`src/rtl/i2c_cfg_pkg.sv`:
```
// Shared framing widths, default sensor address and FSM encoding for the I2C command arbiter.
// Pure declarations: no latency, no flow control.
package i2c_cfg_pkg;

  localparam logic [7:0] SLAVE_ADDR_DEF = 8'hBA;
  localparam int         PAYLOAD_W      = 24;
  localparam int         FRAME_W        = 32;

  typedef enum logic [2:0] {
    ST_IDLE,
    ST_GRANT,
    ST_ISSUE,
    ST_WAIT,
    ST_GAP,
    ST_FINISH
  } arb_state_t;

  function automatic logic [FRAME_W-1:0] make_frame(input logic [7:0]           addr,
                                                     input logic [PAYLOAD_W-1:0] payload);
    return {addr, payload};
  endfunction

endpackage

```
`src/rtl/i2c_cmd_arbiter_if.sv`:
```
// Requester and controller handshake bundle of the arbiter; slave = arbiter view, master = environment view.
// Wires only: no latency; requesters are held off by keeping iREQ high until their oDONE pulse.
interface i2c_cmd_arbiter_if #(
  parameter int NUM_REQ = 4
);
  import i2c_cfg_pkg::*;

  logic [NUM_REQ-1:0]           iREQ;
  logic [NUM_REQ*PAYLOAD_W-1:0] iREQ_DATA;
  logic [NUM_REQ-1:0]           oDONE;
  logic [NUM_REQ-1:0]           oERR;
  logic                         oBUSY;
  logic [7:0]                   oERR_CNT;
  logic                         oI2C_CE;
  logic [FRAME_W-1:0]           oI2C_DATA;
  logic                         oI2C_GO;
  logic                         iI2C_END;
  logic                         iI2C_ACK;

  modport slave (
    input  iREQ, iREQ_DATA, iI2C_END, iI2C_ACK,
    output oDONE, oERR, oBUSY, oERR_CNT, oI2C_CE, oI2C_DATA, oI2C_GO
  );

  modport master (
    output iREQ, iREQ_DATA, iI2C_END, iI2C_ACK,
    input  oDONE, oERR, oBUSY, oERR_CNT, oI2C_CE, oI2C_DATA, oI2C_GO
  );

endinterface

```
`src/rtl/rr_arbiter.sv`:
```
// Round-robin pick: first set request scanning upward from ptr+1 with wrap; one-hot and index out.
// Combinational, zero latency; no flow control of its own.
module rr_arbiter #(
  parameter int N     = 4,
  parameter int IDX_W = 2
) (
  input  logic [N-1:0]     req,
  input  logic [IDX_W-1:0] ptr,
  output logic [N-1:0]     gnt,
  output logic [IDX_W-1:0] gnt_idx,
  output logic             hit
);

  int cand;

  always_comb begin
    gnt     = '0;
    gnt_idx = '0;
    hit     = 1'b0;
    cand    = 0;
    for (int k = 1; k <= N; k++) begin
      cand = (int'(ptr) + k) % N;
      if (!hit && req[IDX_W'(cand)]) begin
        hit                 = 1'b1;
        gnt[IDX_W'(cand)]   = 1'b1;
        gnt_idx             = IDX_W'(cand);
      end
    end
  end

endmodule

```
`src/rtl/i2c_cmd_arbiter.sv`:
```
// Shares one I2C controller among NUM_REQ register writers: round-robin grant, NACK retry, END timeout.
// Grant 1 cycle after request, GO on the first tick after grant; losers wait with iREQ held until oDONE.
module i2c_cmd_arbiter
  import i2c_cfg_pkg::*;
#(
  parameter int         NUM_REQ       = 4,
  parameter logic [7:0] SLAVE_ADDR    = SLAVE_ADDR_DEF,
  parameter int         CLK_FREQ      = 50000000,
  parameter int         I2C_FREQ      = 20000,
  parameter int         MAX_RETRY     = 3,
  parameter int         TIMEOUT_TICKS = 255
) (
  input  logic             iCLK,
  input  logic             iRST,
  i2c_cmd_arbiter_if.slave bus
);

  localparam int          DIV       = CLK_FREQ / I2C_FREQ;
  localparam int          IDX_W     = $clog2(NUM_REQ);
  localparam logic [31:0] DIV_LAST  = 32'(DIV - 1);
  localparam logic [15:0] TO_LAST   = 16'(TIMEOUT_TICKS - 1);
  localparam logic [3:0]  RETRY_LIM = 4'(MAX_RETRY);

  arb_state_t             state_q, state_nxt;
  logic [31:0]            div_q;
  logic                   tick;
  logic [IDX_W-1:0]       ptr_q;
  logic [NUM_REQ-1:0]     win_oh;
  logic [IDX_W-1:0]       win_idx;
  logic                   win_hit;
  logic [NUM_REQ-1:0]     gnt_oh_q;
  logic [IDX_W-1:0]       gnt_idx_q;
  logic [3:0]             retry_q;
  logic [15:0]            to_q;
  logic                   go_q;
  logic                   busy_q;
  logic                   err_q;
  logic [7:0]             err_cnt_q;
  logic [FRAME_W-1:0]     data_q;
  logic [PAYLOAD_W-1:0]   payload_sel;

  logic win_ld, grant_ld, go_set, go_clr, to_inc, retry_inc, fail_set;

  assign tick = (div_q == DIV_LAST);

  always_ff @(posedge iCLK or posedge iRST) begin
    if (iRST) begin
      div_q <= '0;
    end else if (tick) begin
      div_q <= '0;
    end else begin
      div_q <= div_q + 32'd1;
    end
  end

  rr_arbiter #(.N(NUM_REQ), .IDX_W(IDX_W)) u_rr (
    .req     (bus.iREQ),
    .ptr     (ptr_q),
    .gnt     (win_oh),
    .gnt_idx (win_idx),
    .hit     (win_hit)
  );

  always_comb begin
    payload_sel = '0;
    for (int i = 0; i < NUM_REQ; i++) begin
      if (gnt_idx_q == IDX_W'(i)) payload_sel = bus.iREQ_DATA[i*PAYLOAD_W +: PAYLOAD_W];
    end
  end

  always_ff @(posedge iCLK or posedge iRST) begin
    if (iRST) state_q <= ST_IDLE;
    else      state_q <= state_nxt;
  end

  always_comb begin
    state_nxt = state_q;
    win_ld    = 1'b0;
    grant_ld  = 1'b0;
    go_set    = 1'b0;
    go_clr    = 1'b0;
    to_inc    = 1'b0;
    retry_inc = 1'b0;
    fail_set  = 1'b0;
    case (state_q)
      ST_IDLE: begin
        if (win_hit) begin
          win_ld    = 1'b1;
          state_nxt = ST_GRANT;
        end
      end
      ST_GRANT: begin
        grant_ld  = 1'b1;
        state_nxt = ST_ISSUE;
      end
      ST_ISSUE: begin
        if (tick) begin
          go_set    = 1'b1;
          state_nxt = ST_WAIT;
        end
      end
      ST_WAIT: begin
        if (tick) begin
          if (bus.iI2C_END && !bus.iI2C_ACK) begin
            go_clr    = 1'b1;
            state_nxt = ST_FINISH;
          end else if (bus.iI2C_END || to_q == TO_LAST) begin
            // NACK and timeout are handled alike: drop GO, then retry or give up.
            go_clr = 1'b1;
            if (retry_q < RETRY_LIM) begin
              retry_inc = 1'b1;
              state_nxt = ST_GAP;
            end else begin
              fail_set  = 1'b1;
              state_nxt = ST_FINISH;
            end
          end else begin
            to_inc = 1'b1;
          end
        end
      end
      ST_GAP: begin
        if (tick) state_nxt = ST_ISSUE;
      end
      ST_FINISH: state_nxt = ST_IDLE;
      default:   state_nxt = ST_IDLE;
    endcase
  end

  always_ff @(posedge iCLK or posedge iRST) begin
    if (iRST) begin
      ptr_q     <= IDX_W'(NUM_REQ - 1);
      gnt_oh_q  <= '0;
      gnt_idx_q <= '0;
      retry_q   <= '0;
      to_q      <= '0;
      go_q      <= 1'b0;
      busy_q    <= 1'b0;
      err_q     <= 1'b0;
      err_cnt_q <= '0;
      data_q    <= '0;
    end else begin
      if (win_ld) begin
        gnt_oh_q  <= win_oh;
        gnt_idx_q <= win_idx;
      end
      if (grant_ld) begin
        data_q  <= make_frame(SLAVE_ADDR, payload_sel);
        ptr_q   <= gnt_idx_q;
        retry_q <= '0;
        busy_q  <= 1'b1;
        err_q   <= 1'b0;
      end
      if (go_set) begin
        go_q <= 1'b1;
        to_q <= '0;
      end
      if (go_clr)    go_q    <= 1'b0;
      if (to_inc)    to_q    <= to_q + 16'd1;
      if (retry_inc) retry_q <= retry_q + 4'd1;
      if (fail_set)  err_q   <= 1'b1;
      if (state_q == ST_FINISH) begin
        busy_q <= 1'b0;
        if (err_q && err_cnt_q != 8'hFF) err_cnt_q <= err_cnt_q + 8'd1;
      end
    end
  end

  assign bus.oI2C_CE   = tick;
  assign bus.oI2C_GO   = go_q;
  assign bus.oI2C_DATA = data_q;
  assign bus.oBUSY     = busy_q;
  assign bus.oERR_CNT  = err_cnt_q;
  assign bus.oDONE     = (state_q == ST_FINISH) ? gnt_oh_q : '0;
  assign bus.oERR      = (state_q == ST_FINISH && err_q) ? gnt_oh_q : '0;

endmodule

```
`src/flat_wrapper.sv`:
```
// flat-port wrapper written by rule: the top's interface ports become plain ports
module i2c_cmd_arbiter_flat import i2c_cfg_pkg::*;
#(
  parameter int         NUM_REQ       = 4,
  parameter logic [7:0] SLAVE_ADDR    = SLAVE_ADDR_DEF,
  parameter int         CLK_FREQ      = 50000000,
  parameter int         I2C_FREQ      = 20000,
  parameter int         MAX_RETRY     = 3,
  parameter int         TIMEOUT_TICKS = 255
)
  (iCLK, iRST, bus_iREQ, bus_iREQ_DATA, bus_iI2C_END, bus_iI2C_ACK, bus_oDONE, bus_oERR, bus_oBUSY, bus_oERR_CNT, bus_oI2C_CE, bus_oI2C_DATA, bus_oI2C_GO);
  i2c_cmd_arbiter_if #(.NUM_REQ(NUM_REQ)) bus_i ();
  input  logic iCLK;
  input  logic iRST;
  input wire logic [$bits(bus_i.iREQ)-1:0] bus_iREQ;
  input wire logic [$bits(bus_i.iREQ_DATA)-1:0] bus_iREQ_DATA;
  input wire logic [$bits(bus_i.iI2C_END)-1:0] bus_iI2C_END;
  input wire logic [$bits(bus_i.iI2C_ACK)-1:0] bus_iI2C_ACK;
  output wire logic [$bits(bus_i.oDONE)-1:0] bus_oDONE;
  output wire logic [$bits(bus_i.oERR)-1:0] bus_oERR;
  output wire logic [$bits(bus_i.oBUSY)-1:0] bus_oBUSY;
  output wire logic [$bits(bus_i.oERR_CNT)-1:0] bus_oERR_CNT;
  output wire logic [$bits(bus_i.oI2C_CE)-1:0] bus_oI2C_CE;
  output wire logic [$bits(bus_i.oI2C_DATA)-1:0] bus_oI2C_DATA;
  output wire logic [$bits(bus_i.oI2C_GO)-1:0] bus_oI2C_GO;
  assign bus_i.iREQ = bus_iREQ;
  assign bus_i.iREQ_DATA = bus_iREQ_DATA;
  assign bus_i.iI2C_END = bus_iI2C_END;
  assign bus_i.iI2C_ACK = bus_iI2C_ACK;
  assign bus_oDONE = bus_i.oDONE;
  assign bus_oERR = bus_i.oERR;
  assign bus_oBUSY = bus_i.oBUSY;
  assign bus_oERR_CNT = bus_i.oERR_CNT;
  assign bus_oI2C_CE = bus_i.oI2C_CE;
  assign bus_oI2C_DATA = bus_i.oI2C_DATA;
  assign bus_oI2C_GO = bus_i.oI2C_GO;
  i2c_cmd_arbiter #(.NUM_REQ(NUM_REQ), .SLAVE_ADDR(SLAVE_ADDR), .CLK_FREQ(CLK_FREQ), .I2C_FREQ(I2C_FREQ), .MAX_RETRY(MAX_RETRY), .TIMEOUT_TICKS(TIMEOUT_TICKS)) u_core (.iCLK(iCLK), .iRST(iRST), .bus(bus_i));
endmodule
```
`config.mk`:
```
export PLATFORM = sky130hd
export DESIGN_NAME = i2c_cmd_arbiter_flat
export DESIGN_NICKNAME = d
export VERILOG_FILES = /design/src/rtl/i2c_cfg_pkg.sv /design/src/rtl/i2c_cmd_arbiter_if.sv /design/src/rtl/rr_arbiter.sv /design/src/rtl/i2c_cmd_arbiter.sv /design/src/flat_wrapper.sv
export SDC_FILE = /design/constraint.sdc
export NUM_CORES = 1
export LEC_CHECK = 0
export BUFFER_PORTS_ARGS = -buffer_cell sky130_fd_sc_hd__clkbuf_2
export CELL_PAD_IN_SITES_DETAIL_PLACEMENT = 0
export CELL_PAD_IN_SITES_GLOBAL_PLACEMENT = 1
export CORE_MARGIN = 2
export CORE_UTILIZATION = 44
export DETAILED_ROUTE_END_ITERATION = 10
export GPL_ROUTABILITY_DRIVEN = 0
export PLACE_DENSITY = 0.88
export SLEW_MARGIN = 5
export SYNTH_ARGS = -nofsm -noshare
export SYNTH_HDL_FRONTEND = slang
export SYNTH_SLANG_ARGS = --single-unit
```
`constraint.sdc`:
```
create_clock -name iCLK -period 7.5 [get_ports iCLK]
set_clock_uncertainty 0.05 [all_clocks]
set_input_delay 0.75 -clock iCLK [delete_from_list [all_inputs] [get_ports iCLK]]
set_output_delay 0.75 -clock iCLK [all_outputs]
set_load 0.02 [all_outputs]
```
== Yosys cells after proc, flatten, opt, wreduce, memory -nomap -nowiden ==
Index checks and enable logic that the tools add are counted.
W data, S select, Z words.

* Register bits after elaboration: 99
* Logic and storage cells: 152

* $add $sub $neg: 8
* Magnitude comparators: 9
* Equal/unequal tests: 16
* Muxes and demuxes: 80
* Bitwise gates (word level): 3
* Reductions and logical operators: 24

{| class="wikitable"
|+ Operators with widths
! cell !! number
|-
| $mux W24 || 4
|-
| $mux W1 || 46
|-
| $add A32 B1 Y32 const B || 1
|-
| $eq A32 B12 Y1 const B || 1
|-
| $mux W16 || 2
|-
| $mux W32 || 1
|-
| $mux W4 || 8
|-
| $mux W3 || 6
|-
| $add A16 B1 Y16 const B || 1
|-
| $eq A16 B8 Y1 const B || 1
|-
| $lt A2 B4 Y1 const B || 4
|-
| $pmux W3 S5 || 1
|-
| $or A4 B4 Y4 || 3
|-
| $logic_and A1 B1 Y1 || 10
|-
| $reduce_bool A2 Y1 || 5
|-
| $add A8 B1 Y8 const B || 1
|-
| $bmux W1 S2 || 4
|-
| $demux W1 S2 || 4
|-
| $ge A2 B1 Y1 const B || 4
|-
| $mux W2 || 4
|-
| $ne A2 B2 Y1 const B || 4
|-
| $ne A8 B8 Y1 const B || 1
|-
| $eq A3 B2 Y1 const B || 2
|-
| $eq A3 B3 Y1 const B || 2
|-
| other kinds (14) || 20
|}

== Depth between registers and ports, before layout ==
Gate-level depths: netlist of run 1.

* Depth in word-level cells: 16
* Gate-level depth with buffers: 10
* Gate-level depth less buffers: 7

== By module ==
Synthesis of run 1 repeated with hierarchy kept, for this count alone.

* Cells, all modules: 507
* Area total of the unflattened synthesis: 5733.0 µm²

{| class="wikitable"
|+ Modules (own cells, without submodules)
! module !! times used !! cells each !! area an instance (µm²) !! seq. area each (µm²)
|-
| i2c_cmd_arbiter || 1 || 444 || 5210.0 || 2479.9
|-
| rr_arbiter || 1 || 63 || 523.0 || 0.0
|}

== Worst setup path after synthesis of run 1 ==
Ideal clock, no wire load.

* Path kind: flip-flop to flip-flop
* Start: register u_core.ptr_q[0]
* End: register u_core.gnt_idx_q[1]
* Arrival time: 2564 ps
* Data required time: 7329 ps
* Path slack: 4765 ps
* Cell stages (with the launch flop): 11
* Path buffers: 3
* Period minus slack after synthesis: 2735 ps
* Cells stage by stage: dfstp_2 -> buf_4 -> inv_1 -> ha_1 -> clkbuf_1 -> mux4_2 -> nor4_2 -> nand2b_1 -> buf_4 -> nor2_1 -> a22o_1

* Cells in the longest elaborated chain, start to end: 16
* Elaborated cells on any way between the ends: 32

{| class="wikitable"
|+ Ends and longest elaborated chain
! what !! RTL line !! text
|-
| start, declared || i2c_cmd_arbiter.sv:27 || <nowiki>logic [IDX_W-1:0] ptr_q;</nowiki>
|-
| start signal, assigned || i2c_cmd_arbiter.sv:132 || <nowiki>ptr_q <= IDX_W'(NUM_REQ - 1);</nowiki>
|-
| start signal, assigned || i2c_cmd_arbiter.sv:149 || <nowiki>ptr_q <= gnt_idx_q;</nowiki>
|-
| $add A2 B1 Y2 || rr_arbiter.sv:22 || <nowiki>cand = (int'(ptr) + k) % N;</nowiki>
|-
| $bmux W1 S2 || rr_arbiter.sv:23 || <nowiki>if (!hit && req[IDX_W'(cand)]) begin</nowiki>
|-
| $mux W1 (implied by the code) (2 in a row) || rr_arbiter.sv:23 ||
|-
| $mux W1 || rr_arbiter.sv:23 ||
|-
| $logic_not A1 Y1 || rr_arbiter.sv:23 ||
|-
| $logic_and A1 B1 Y1 || rr_arbiter.sv:23 ||
|-
| $mux W1 || rr_arbiter.sv:23 ||
|-
| $logic_not A1 Y1 || rr_arbiter.sv:23 ||
|-
| $logic_and A1 B1 Y1 || rr_arbiter.sv:23 ||
|-
| $mux W1 || rr_arbiter.sv:23 ||
|-
| $logic_not A1 Y1 || rr_arbiter.sv:23 ||
|-
| $logic_and A1 B1 Y1 || rr_arbiter.sv:23 ||
|-
| $mux W1 || rr_arbiter.sv:23 ||
|-
| $mux W1 || i2c_cmd_arbiter.sv:87 || <nowiki>if (win_hit) begin</nowiki>
|-
| $mux W1 || i2c_cmd_arbiter.sv:85 || <nowiki>case (state_q)</nowiki>
|-
| end signal, assigned || i2c_cmd_arbiter.sv:145 || <nowiki>gnt_idx_q <= win_idx;</nowiki>
|-
| end, declared || i2c_cmd_arbiter.sv:32 || <nowiki>logic [IDX_W-1:0] gnt_idx_q;</nowiki>
|}

Several ways; a longest one is shown, not always the timed one. The select of a mux whose other input is x is not followed.
A chain may end at the register's enable or synchronous reset.

== Worst setup path in the final report of run 1 ==
* Start: register u_core.div_q[0]
* End: output port bus_oI2C_CE

* Cells in the longest elaborated chain, start to end: 1

{| class="wikitable"
|+ Ends and longest elaborated chain
! what !! RTL line !! text
|-
| start, declared || i2c_cmd_arbiter.sv:25 || <nowiki>logic [31:0] div_q;</nowiki>
|-
| start signal, assigned || i2c_cmd_arbiter.sv:52 || <nowiki>div_q <= div_q + 32'd1;</nowiki>
|-
| $eq A32 B12 Y1 || i2c_cmd_arbiter.sv:44 || <nowiki>assign tick = (div_q == DIV_LAST);</nowiki>
|-
| end, declared || flat_wrapper.sv:23 || <nowiki>output wire logic [$bits(bus_i.oI2C_CE)-1:0] bus_oI2C_CE;</nowiki>
|}

Every way passes these cells.

==> results of run 1 <==
cells in the mapped netlist, types with 9 or more instances:
cell type,instances
inv_1,12
nand2_1,49
nor3_1,15
ha_1,13
nand4_1,14
buf_4,9
o21ai_0,9
xor2_1,13
nor4_1,12
and3_1,13
xnor2_1,25
mux2_2,29
nand3_1,13
clkbuf_1,17
nor2_1,23
a21oi_1,9
mux2i_1,12
mux4_2,28
dfrtp_1,97
layout make-up:
type                       instances  area, um^2
fill                            1139        5780
multi-input combinational        355        2920
sequential                        99        2480
tap                              172         215
timing repair buffer             154         778
clock buffer                      11         233
inverter                          12        47.5
clock inverter                     5        61.3
routing by layer:
| metal | up-vias | GRT usage | routed length (um) |
|---|---|---|---|
| met1 | 2195 | 0.271 | 5780 |
| met5 | - | 0 | 0 |
| met3 | 22 | 0.0582 | 610 |
| met2 | 102 | 0.351 | 6750 |
| li1 | 2089 | - | - |
| met4 | 0 | 0.0588 | 202 |
sequential cells by signal, summed over array words and instances, names as in the netlist:
name	cells
u_core.bus.oBUSY	1
u_core.bus.oERR_CNT	8
u_core.bus.oI2C_DATA	25
u_core.bus.oI2C_GO	1
u_core.div_q	32
u_core.err_q	1
u_core.gnt_idx_q	2
u_core.gnt_oh_q	4
u_core.ptr_q	2
u_core.retry_q	4
u_core.state_q	3
u_core.to_q	16
power by group through the flow:
stage | sequential, mW | clock (mW) | combinational [mW]
global placement | 0.645 | 0 | 0.370
detailed placement | 0.648 | 0 | 0.378
floorplan | 0.658 | 0 | 0.250
finish | 0.639 | 0.463 | 0.378
CTS | 0.639 | 0.475 | 0.382
global route | 0.647 | 0.501 | 0.409
per-stage QoR:
step           area, um^2  hold WS [ns]
3_5_place_dp         6440         0.417
6_report             6740         0.314
3_3_place_gp         6440         0.409
4_1_cts              6740         0.316
2_1_floorplan        5620         0.393
5_1_grt              6740         0.348
worst max-delay path, cell delays in order, from the launching register on:
cell      delay [ns]
dfrtp_1         0.41
ha_1            0.23
nor4b_1         0.29
nand4_1         0.19
or2_1           0.47
inv_1           0.39
clkbuf_2        0.25
cells by family (layout without fill, tap and decap cells):
kind of cell	after synthesis	in the layout	synth area share
AND/OR/NAND/NOR	184	184	0.176
flip-flops	99	99	0.442
multiplexers	69	69	0.192
AO/OA/AOI/OAI	48	48	0.0624
buffers and inverters	44	182	0.0390
XOR/XNOR	38	38	0.0593
adder cells (fa/ha/maj)	13	13	0.0290
other	1	3	0.000668
worst max path at each step:
stage | to | slack (ns)
floorplan | u_core.bus.oBUSY$_DFFE_PP0P_ | 4.11
CTS | bus_oI2C_CE | 4.09
finish | bus_oI2C_CE | 4.11
detailed placement | bus_oI2C_CE | 4.49
global placement | bus_oI2C_CE | 4.55
global route | bus_oI2C_CE | 3.87
==> impl_metrics.toml, run 1 <==
[synthesis]
synth-seq-area-share = 0.442
syn_area_per_cell_um2 = 11.3
synth_warnings = 0
synth.distinct_cells = 55
synth_edf_count = 0
yosys-top-cells-area = "dfrtp_1, mux4_2, mux2_2"
synth_area_um2 = 5610
synth_cells = 496
ys_seq_elements = 99
synth_top_area_share = 0.433
synth-main-ff-cell = "dfrtp_1"
ys_async_sr_fraction = 1.00
synth_top_area_cell = "dfrtp_1"

[die]
core_um2 = 12500
die_w_um = 117
dieArea_um2 = 13700
start_util = 0.448
ios = 155
die_h_um = 117
rows = 41

[timing]
worst_slack_ns = 4.11
max_freq_ghz = 0.295
rsz0062_at_grt = "false"
finalHoldViolCount = 0
slew_headroom = 0.251
slew_violations = 0
setup_viol = 0
worst_slew_pin_slew_ns = 1.12
min_period_ns = 3.39
setup_tns_ns = 0
finalCritPeriodShare = 0.452

[setup_path]
startpoint = "u_core.div_q[0]$_DFF_PP0_"
endpoint_kind = "output port"
required_ns = 6.70
path_class = "reg -> out"
rr_worst_depth = 7
arrival_ns = 2.59
setup.worst_path.start_class = "flip-flop"
r2r-end = "u_core.gnt_idx_q[1]$_DFFE_PP0P_"
rrSetupSlack_ns = 4.48
cp_max_fo = 16
timing.rr.start = "u_core.ptr_q[0]$_DFFE_PP1P_"

[detailed_routing]
viasPerCell = 5.46
dr.pass1.iters = 4
drt-wirelength-per-cell_um = 16.5
drt-total-wl_um = 13300
initialDrtViolationCount = 234
drc = 0
final_antenna_net_count = 0
dr_total_vias = 4408

[cells_and_area]
nets = 748
fin_cells = 808
final_cell_mix = "clkbuf_2, dfrtp_1, nand2_1"
drive_gt1_frac = 0.371
final_util = 0.538
n_antenna_cell = 0
final_common_cell = "clkbuf_2"
area_delta_synth_final_pct = 20.1

[global_routing]
antenna_found_initial = 0
grt.overflow.total = 0
grt_max_degree = 72
grt_pass1_wl_um = 22300
grtUsageTotal = 0.210
grt_pass1_vias = 4493

[power_and_ir_drop]
seq_power_share = 0.432
ir_drop_v = 0.000177
share_comb_of_total_power = 0.256
power_density_nw_per_um2 = 220
switching_share = 0.302
p_int_mw = 1.03
fin_total_pwr_mw = 1.48
power_leakage_nw = 3.10
switching_power_mw = 0.448
clkPwrFrac = 0.313

[placement]
place_inst = 792
dp_hpwl_um = 10100
pre_cts_ws_ns = 4.49
portBuffers = 151

[cts]
cts_root_buffer = "clkbuf_16"
tritoncts.num_buffers = 9
clk_path_buf_depth = 2
cts_tree = "done"
clk_pin_slew_ns = 0.07
ctsResizeCount = 0
postCtsSetupBuffers = 0
cts_max_level = 3
cts_hold_buffers = 0
clkLatencyLatePin_ns = 0.35
cts_sinks = 99

[outcome]
status = "finished clean"

[job]
maxCapViolations = 0

[worst_hold_path]
hp-class = "in -> async"
(Power assumes the default switching activity.)
==> run 2: changes to the inputs <==
CORE_UTILIZATION = 37   (was 44)
PLACE_DENSITY = 0.79   (was 0.88)
clock period = 3 ns   (was 7.5 ns; I/O delays follow)
==> run 2 against run 1 <==
- critical endpoint is now u_core.state_q[0]$_DFFE_PP0P_
- highest routed layer unchanged
- via count fell by 0.11%
- total power is 150% higher
- sequential share of layout area down 0.45 points
- critical path depth rose by 1
==> impl_metrics.toml, run 2 (synthesis results as in run 1) <==
[outcome]
status = "finished clean"

[global_routing]
gr-max-usage-layer = "met2"
grt.overflow.total = 0
grt_max_degree = 65
antenna_found_initial = 0
grt_pass1_vias = 4455
grt_pass1_wl_um = 22300
gr-usage-met3 = 0.0431
use_met1 = 0.225
grt_use_met2 = 0.281
grtUsageTotal = 0.172

[timing]
setup_tns_ns = 0
max_freq_ghz = 0.366
slew_violations = 0
finalCritPeriodShare = 0.910
rsz0062_at_grt = "false"
setup_viol = 0
finalHoldViolCount = 0
worst_slew_pin_slew_ns = 1.02
fin_hold_ws_ns = 0.296
slew_headroom = 0.318
min_period_ns = 2.73

[cells_and_area]
top_register = "u_core.div_q"
area_delta_synth_final_pct = 21.5
n_fill_cell = 1397
final_common_cell = "clkbuf_2"
final_util = 0.454
final_cell_mix = "clkbuf_2, dfrtp_1, nand2_1"
drive_gt1_frac = 0.382
fin_area_um2 = 6820
n_antenna_cell = 0
fin_cells = 829
nets = 753
largest_reg_flops = 32

[detailed_routing]
drt-wirelength-per-cell_um = 16.2
drt-total-wl_um = 13400
final_antenna_net_count = 0
dr_total_vias = 4403
dr.pass1.iters = 4
viasPerCell = 5.31
drc = 0
initialDrtViolationCount = 200

[setup_path]
setup.worst_path.start_class = "flip-flop"
path_class = "reg -> reg"
worst-path-buf-inv = 1
path_cells = "inv_1 > ha_2 > mux4_2 > nor4_2 > nand2_1 > o211ai_1 > mux2_2"
crit_path_top_delay_cell = "dfstp_2"
required_ns = 3.19
arrival_ns = 2.92
timing.rr.start = "u_core.ptr_q[1]$_DFFE_PP1P_"
startpoint = "u_core.ptr_q[1]$_DFFE_PP1P_"
cp_top_family = "multiplexers"
slowest_delay_ns = 0.65
endpoint_kind = "flip-flop"
cp_max_fo = 10

[die]
dieArea_um2 = 16200
core_um2 = 15000
rows = 45
die_w_um = 127
ios = 155
die_h_um = 127
start_util = 0.373

[job]
maxCapViolations = 0

[placement]
portBuffers = 151
dp_hpwl_um = 10200
dpl_cell_area_um2 = 6510
place_inst = 812

[cts]
cts_sinks = 99
cts_max_level = 3
cts_root_buffer = "clkbuf_16"
cts_tree = "done"
clk_path_buf_depth = 2
clk_pin_slew_ns = 0.07
clkLatencyLatePin_ns = 0.35
tritoncts.num_buffers = 9
postCtsSetupBuffers = 0

[worst_hold_path]
hp-class = "in -> reg"
worstHoldStart = "bus_iI2C_ACK"

[power_and_ir_drop]
ir_drop_v = 0.000489
power_density_nw_per_um2 = 541
power_leakage_nw = 3.12
==> run 2: cell types whose count changed in the layout (fill, tap and decap cells not counted), sizes merged <==
cell / previous run / this run
buf: 3 / 7
clkinvlp: 0 / 2
bufinv: 1 / 0
clkbuf: 162 / 161
dlygate4sd3: 0 / 1
==> run 2: path summary, 6_finish.rpt <==
kind                                                       to  slack, ns  cells past startpoint
worst max-delay path            u_core.state_q[0]$_DFFE_PP0P_       0.27                      7
worst min-delay path                 u_core.err_q$_DFFE_PP0P_       0.30                      3
worst max register to register  u_core.state_q[0]$_DFFE_PP0P_       0.27                      7
worst min register to register      u_core.div_q[4]$_DFF_PP0_       0.44                      1
max in group asynchronous         u_core.ptr_q[1]$_DFFE_PP1P_       1.70                      4
min in group asynchronous          u_core.div_q[29]$_DFF_PP0_       0.47                      3
==> run 2: metrics by stage <==
step                      power (mW)  setup WS, ns
after global placement          2.55         0.266
after global routing            3.88        0.0304
after detailed placement        2.57         0.144
after floorplan                 2.27        0.0629
after CTS                       3.74         0.123
final                           3.69         0.269
==> run 2: area by class of cell <==
| class | count | area [um^2] | share of cell area |
|---|---|---|---|
| clock buffer | 10 | 239 | 0.0350 |
| multi-input combinational | 355 | 2930 | 0.429 |
| sequential | 99 | 2480 | 0.364 |
| timing repair buffer | 159 | 831 | 0.122 |
| tap | 188 | 235 | 0.0345 |
| clock inverter | 6 | 56.3 | 0.00826 |
| inverter | 12 | 51.3 | 0.00752 |
==> run 2: repair_timing <==
action,CTS,global route
hold endpoints to repair,35,0
setup endpoints to repair,0,7
hold buffers,1,0
gates resized for setup,0,3
==> run 2: layer usage <==
metal / up-vias / part of all wire
li1: 2092 / -
met1: 2207 / 0.44
met2: 84 / 0.50
met3: 20 / 0.035
met4: 0 / 0.019
met5: - / 0
==> run 2: where the power goes <==
group | switching, mW | internal (mW)
logic | 0.482 | 0.487
clock network | 0.545 | 0.603
registers | 0.118 | 1.45
==> run 2: worst register-to-register path: stages (launching register included) <==
cell and delay [ns]:
dfstp_2 0.65, inv_1 0.18, ha_2 0.46, mux4_2 0.42, nor4_2 0.30, nand2_1 0.09, o211ai_1 0.11, mux2_2 0.35
